<file path="config.mk">
export PLATFORM = sky130hd
export DESIGN_NAME = rr_mux_arbiter
export DESIGN_NICKNAME = d
export VERILOG_FILES = /design/src/rtl/rr_mux_arbiter.sv
export SDC_FILE = /design/constraint.sdc
export NUM_CORES = 1
export LEC_CHECK = 0
export ABC_AREA = 1
export CAP_MARGIN = 25
export CORE_ASPECT_RATIO = 1.25
export CORE_UTILIZATION = 41
export CTS_CLUSTER_DIAMETER = 120
export DETAILED_ROUTE_END_ITERATION = 6
export GPL_TIMING_DRIVEN = 0
export PLACE_DENSITY = 0.92
export SKIP_LAST_GASP = 1
export SYNTH_ARGS = -nofsm -noshare
export SYNTH_HDL_FRONTEND = slang
export SYNTH_SLANG_ARGS = --single-unit
</file>
<file path="constraint.sdc">
create_clock -name clk_i -period 4.4 [get_ports clk_i]
set_input_delay 0.44 -clock clk_i [delete_from_list [all_inputs] [get_ports clk_i]]
set_output_delay 0.44 -clock clk_i [all_outputs]
set_load 0.05 [all_outputs]
</file>
<file path="src/rtl/rr_mux_arbiter.sv">
// Round-robin 4:1 arbiter with a registered output stage and valid/ready
// handshake toward a single downstream consumer.
module rr_mux_arbiter #(
  parameter int size = 32
) (
  input  logic            clk_i,
  input  logic            rst_i,
  input  logic [3:0]      req_i,
  input  logic [size-1:0] data0_i,
  input  logic [size-1:0] data1_i,
  input  logic [size-1:0] data2_i,
  input  logic [size-1:0] data3_i,
  output logic [3:0]      gnt_o,
  output logic [1:0]      switch_o,
  output logic            out_valid_o,
  input  logic            out_ready_i,
  output logic [size-1:0] mux_out_o,
  output logic [15:0]     xfer_cnt_o
);

  typedef enum logic {
    S_EMPTY = 1'b0,
    S_FULL  = 1'b1
  } state_t;

  state_t          r_state;
  state_t          w_state_nxt;
  logic [1:0]      r_ptr;
  logic [1:0]      r_sw;
  logic [size-1:0] r_data;
  logic [15:0]     r_cnt;

  logic [7:0]      w_dbl;
  logic [3:0]      w_rot;
  logic [1:0]      w_off;
  logic [1:0]      w_win;
  logic            w_any;
  logic            w_accept;
  logic            w_slot;
  logic            w_take;
  logic [size-1:0] w_wdata;

  // Rotate requests so that bit 0 is the current priority holder.
  assign w_dbl = {req_i, req_i} >> r_ptr;
  assign w_rot = w_dbl[3:0];
  assign w_any = |req_i;

  always_comb begin
    w_off = 2'd0;
    if (w_rot[0])      w_off = 2'd0;
    else if (w_rot[1]) w_off = 2'd1;
    else if (w_rot[2]) w_off = 2'd2;
    else if (w_rot[3]) w_off = 2'd3;
  end

  assign w_win    = r_ptr + w_off;
  assign w_accept = (r_state == S_FULL) & out_ready_i;
  assign w_slot   = (r_state == S_EMPTY) | w_accept;
  assign w_take   = rst_i & w_slot & w_any;

  always_comb begin
    w_wdata = data0_i;
    unique case (w_win)
      2'd0: w_wdata = data0_i;
      2'd1: w_wdata = data1_i;
      2'd2: w_wdata = data2_i;
      2'd3: w_wdata = data3_i;
    endcase
  end

  always_comb begin
    w_state_nxt = r_state;
    unique case (r_state)
      S_EMPTY: if (w_any) w_state_nxt = S_FULL;
      S_FULL:  if (out_ready_i && !w_any) w_state_nxt = S_EMPTY;
    endcase
  end

  always_ff @(posedge clk_i) begin
    if (!rst_i) begin
      r_state <= S_EMPTY;
      r_ptr   <= 2'd0;
      r_sw    <= 2'd0;
      r_data  <= '0;
      r_cnt   <= 16'd0;
    end else begin
      r_state <= w_state_nxt;
      if (w_take) begin
        r_data <= w_wdata;
        r_sw   <= w_win;
        r_ptr  <= w_win + 2'd1;
      end
      if (w_accept) r_cnt <= r_cnt + 16'd1;
    end
  end

  assign gnt_o       = w_take ? (4'b0001 << w_win) : 4'b0000;
  assign switch_o    = r_sw;
  assign out_valid_o = (r_state == S_FULL);
  assign mux_out_o   = r_data;
  assign xfer_cnt_o  = r_cnt;

endmodule
</file>
==> metrics.md <==
| Metric | Value |
|---|---|
| Global-route usage over all layers | 25.8% |
| Max Transition Viols Final | 0 |
| Category of the worst setup path capture point | primary output |
| Fin nets | 828 |
| Avg Cell Area, Syn | 7.48 sq um |
| Sum of internal, switching and leakage power | 2760 uW |
| Number of failing setup endpoints in the final timing report | 0 |
| RD Place Congestion | 0.841 |
| Category of the critical setup timing path | in -> out |
| Pwr Density | 472 mW/mm^2 |
| Combinational group share of total power | 65.5% |
| Area enclosed by the die boundary | 0.00937 sq mm |
| Area of the multi-input gates | 0.00203 sq mm |
| Netlist area before placement | 0.00368 sq mm |
| Flip-flop and latch count after synthesis | 53 |
| Via count of the routed design | 4170 |
| DIE HEIGHT | 108 microns |
| Filler cells | 748 |
| Detailed router's first-iteration violation count | 204 |
| Class of the most critical hold timing path | reg -> reg |
| Total Wirelength | 12200 microns |
| Sequential Power Share | 21.6% |
| Net switching power | 1280 uW |
| TritonRoute pass-1 iters | 5 |
| Count of distinct cell types in the synthesized netlist | 39 |
| Final clock skew | 0.00770 ns |
| Top-Level Pins | 190 |
| Number of cells in the design after placement | 801 |
| Layout cells sized above 1 | 14.5% |
| Sequential fraction of the synthesis area | 28.8% |
| Tightest hold margin | 0.470 ns |
| Core region area | 0.00870 sq mm |
| Wire length of the first global-routing pass | 19100 microns |
| Buffer levels on the longest clock path | 2 |
| Main flop type after synthesis | sky130_fd_sc_hd__dfxtp_1 |
| Maximum number of pins on one net before global-route repair | 17 |
| Number of buffers inserted to repair setup after CTS | 0 |
| Count of standard-cell rows | 38 |
| Number of buffers created by CTS | 5 |
| Global route overflow | 0 |
| Gate Count Post-Synth | 492 |
| Starting Density | 42.3% |
| Number of global-route vias before repair | 4192 |
| Unrepaired setup endpoints after global routing | true |
| Fraction of the mapped netlist area in compound gates | 22.7% |
| Signal arrival time at the worst endpoint | 3.68 ns |
| Input/output buffers | 189 |
| Switching share of power | 46.5% |
| Largest driver fanout on the critical path | 10 |
| Worst EP required | 3.96 ns |
| Count of flip-flops with a built-in enable after synthesis | 0 |
| DRC errors left | 0 |
| Achievable Freq | 0.243 GHz |
| Largest stage delay on the critical path | 0.50 ns |
| Worst path cell trace | clkdlybuf4s50_1 -> nand2_1 -> nand3_1 -> nand3_1 -> a21boi_0 -> ha_1 -> xor2_1 -> nand2_4 -> nand2_8 -> buf_12 -> ha_1 -> clkbuf_1 -> dlygate4sd1_1 -> inv_1 -> nor2_1 -> clkbuf_2 |
| Clock transition at the registers of the reported paths | 0.10 ns |
| Number of synthesis warnings | 0 |
| Leakage power summed over all cells | 0.00227 uW |
| Hold Fails Final Rpt | 0 |
| Startpoint type of the worst setup path | input pin |
| Count of maximum capacitance violations | 0 |
| H-tree depth | 2 |
| Antenna Violating Nets Remaining | 0 |
| Total nets after synthesis | 632 |
| Layout-stage area growth over the synthesis result | 58.4% |
| Clock power frac | 12.8% |
| Cell-internal power | 1480 uW |
| Instance area after placement | 0.00572 sq mm |
| Root buffer cell | sky130_fd_sc_hd__clkbuf_8 |
| Post-synthesis xor/xnor area fraction | 0.476% |
| Minimum setup slack after placement | -0.248 ns |
| Placed wire-length estimate | 9360 microns |
| Number of antenna violations at the first check in global routing | 0 |
| Worst Slack Setup Final | 0.278 ns |
| Outcome | finished, final reports clean |
| Post-Layout Inst Area | 0.00583 sq mm |
| Diode count | 0 |
| Cell type of the slowest stage on the worst timing path | sky130_fd_sc_hd__clkdlybuf4s50_1 |
| Hold-fix buffers at CTS | 0 |
| Peak supply drop | 0.211 mV |
| Ratio of final minimum period to clock period | 93.7% |
| Sinks on the clock net | 53 |
| Normalized max-slew margin | 56.9% |
| Post-route insts no fill | 809 |
| Share of synthesized cell area in and, or, nand and nor gates | 30.2% |
| Post-synth ARST share | 0% |
| Combinational family with the most area after synthesis | simple AND/OR/NAND/NOR gates |
| Width of the die | 86.8 microns |
| Post-detailed-route via-to-cell ratio | 5.15 |
| Worst-Skew Late Latency | 0.32 ns |
| Drt wl/cell | 15.1 microns |
| Area share of fa/ha/maj cells after synthesis | 1.70% |
| Count of cells resized by post-cts repair | 2 |
| Footprint of the flip-flops and latches | 0.00106 sq mm |
| Share of synthesized area spent on multiplexers | 0% |
| Crit path time final | 4.12 ns |
| Clock tree from TritonCTS | yes |
| Worst-Margin Slew | 0.644 ns |
-- worst paths after layout --
| kind | depth (start not counted) | startpoint | slack, ns | endpoint |
|---|---|---|---|---|
| worst min register to register | 2 | mux_out_o[3]$_SDFFE_PN0P_ | 0.47 | mux_out_o[3]$_SDFFE_PN0P_ |
| worst min-delay path | 2 | mux_out_o[3]$_SDFFE_PN0P_ | 0.47 | mux_out_o[3]$_SDFFE_PN0P_ |
| worst max register to register | 19 | r_ptr[0]$_SDFFE_PN0P_ | 0.61 | mux_out_o[23]$_SDFFE_PN0P_ |
| worst max-delay path | 16 | req_i[2] | 0.28 | gnt_o[2] |
-- sequential cells by signal, indices dropped and copies added (netlist names) --
register / flops
mux_out_o: 32
xfer_cnt_o: 16
r_ptr: 2
switch_o: 2
out_valid_o: 1
-- through the flow --
stage               util [%]  TNS (ns)
floorplan                  -         0
global placement        65.8    -0.181
detailed placement      65.8    -0.441
CTS                     67.1         0
finish                  67.1         0
global route            67.1   -0.0270
-- worst max-delay path, delay by kind of cell --
kind / cells / cell delay (ns)
adders and majority gates: 2 / 0.32
buffers and inverters: 6 / 1.78
AOI/OAI and AO/OA: 1 / 0.16
and+or+nand+nor: 6 / 0.68
xor gates and xnor gates: 1 / 0.27
-- logic make-up after synthesis --
group                    Yosys count
AO/OA/AOI/OAI                    119
XOR/XNOR                           2
adder cells (fa/ha/maj)            5
buffers and inverters             93
flip-flops                        53
AND/OR/NAND/NOR                  220
-- power by group through the flow --
stage / registers [uW] / clock network (uW) / logic (uW)
after CTS: 595 / 365 / 1810
after floorplan: 854 / 0 / 1030
final: 597 / 354 / 1810
after detailed placement: 606 / 0 / 1810
after global routing: 606 / 382 / 1940
after global placement: 602 / 0 / 1770
-- synthesized netlist by cell type, types with 2 or more instances --
cell | instances | share of area, %
sky130_fd_sc_hd__nor3_2 | 2 | 0.54
sky130_fd_sc_hd__nor3b_1 | 2 | 0.41
sky130_fd_sc_hd__ha_1 | 5 | 1.7
sky130_fd_sc_hd__inv_2 | 5 | 0.51
sky130_fd_sc_hd__clkbuf_1 | 5 | 0.51
sky130_fd_sc_hd__nand2_4 | 3 | 0.92
sky130_fd_sc_hd__nand4_1 | 2 | 0.34
sky130_fd_sc_hd__nor3_1 | 5 | 0.68
sky130_fd_sc_hd__nor2_1 | 25 | 2.5
sky130_fd_sc_hd__nor2_2 | 2 | 0.34
sky130_fd_sc_hd__inv_1 | 52 | 5.3
sky130_fd_sc_hd__nand2_2 | 3 | 0.51
sky130_fd_sc_hd__nand3_1 | 20 | 2.7
sky130_fd_sc_hd__a21oi_1 | 46 | 6.3
sky130_fd_sc_hd__dlymetal6s2s_1 | 4 | 1.4
sky130_fd_sc_hd__dlygate4sd3_1 | 3 | 0.82
sky130_fd_sc_hd__clkbuf_8 | 8 | 3.0
sky130_fd_sc_hd__nand2_1 | 127 | 13
sky130_fd_sc_hd__a21oi_2 | 29 | 6.9
sky130_fd_sc_hd__nand3_2 | 26 | 7.1
sky130_fd_sc_hd__buf_6 | 4 | 1.2
sky130_fd_sc_hd__a221oi_1 | 32 | 7.6
sky130_fd_sc_hd__buf_12 | 3 | 1.6
sky130_fd_sc_hd__dfxtp_1 | 53 | 29
sky130_fd_sc_hd__xor2_1 | 2 | 0.48
sky130_fd_sc_hd__dlygate4sd1_1 | 5 | 1.2
sky130_fd_sc_hd__o21ai_0 | 7 | 0.95
-- cells in the final DEF (no fill, tap or decap), types with 2 or more instances in the layout --
master | synthesis | final
sky130_fd_sc_hd__dlygate4sd3_1 | 3 | 3
sky130_fd_sc_hd__a21oi_2 | 29 | 29
sky130_fd_sc_hd__clkbuf_2 | 0 | 2
sky130_fd_sc_hd__nand4_1 | 2 | 2
sky130_fd_sc_hd__nor2_1 | 25 | 25
sky130_fd_sc_hd__inv_2 | 5 | 5
sky130_fd_sc_hd__a221oi_1 | 32 | 32
sky130_fd_sc_hd__nand2_1 | 127 | 127
sky130_fd_sc_hd__nand3_1 | 20 | 20
sky130_fd_sc_hd__nor3b_1 | 2 | 2
sky130_fd_sc_hd__nand2_2 | 3 | 3
sky130_fd_sc_hd__dfxtp_1 | 53 | 53
sky130_fd_sc_hd__buf_12 | 3 | 3
sky130_fd_sc_hd__clkdlybuf4s50_1 | 0 | 187
sky130_fd_sc_hd__ha_1 | 5 | 5
sky130_fd_sc_hd__buf_6 | 4 | 4
sky130_fd_sc_hd__nor2_2 | 2 | 2
sky130_fd_sc_hd__inv_1 | 52 | 52
sky130_fd_sc_hd__nand3_2 | 26 | 26
sky130_fd_sc_hd__clkbuf_8 | 8 | 14
sky130_fd_sc_hd__nor3_2 | 2 | 2
sky130_fd_sc_hd__dlymetal6s2s_1 | 4 | 4
sky130_fd_sc_hd__nand2_4 | 3 | 3
sky130_fd_sc_hd__clkbuf_1 | 5 | 5
sky130_fd_sc_hd__o21ai_0 | 7 | 7
sky130_fd_sc_hd__xor2_1 | 2 | 2
sky130_fd_sc_hd__a21oi_1 | 46 | 46
sky130_fd_sc_hd__dlygate4sd1_1 | 5 | 5
sky130_fd_sc_hd__nor3_1 | 5 | 5
-- final cells by class --
class                      instances  area share, %
buffer                            35           6.41
clock buffer                       6           1.42
clock inverter                     2          0.643
inverter                          58           3.75
multi-input combinational        346           34.8
sequential                        53           18.2
tap                              120           2.57
timing repair buffer             189           32.3
-- metal layers --
layer  vias to the layer above  wire [microns]  GRT usage (%)
met5                         -               0              0
met4                         0             280           9.52
met3                        24             946           6.26
met2                       185            6320           49.1
met1                      1926            4630           26.9
li1                       2035               -              -
(Power assumes the default switching activity.)
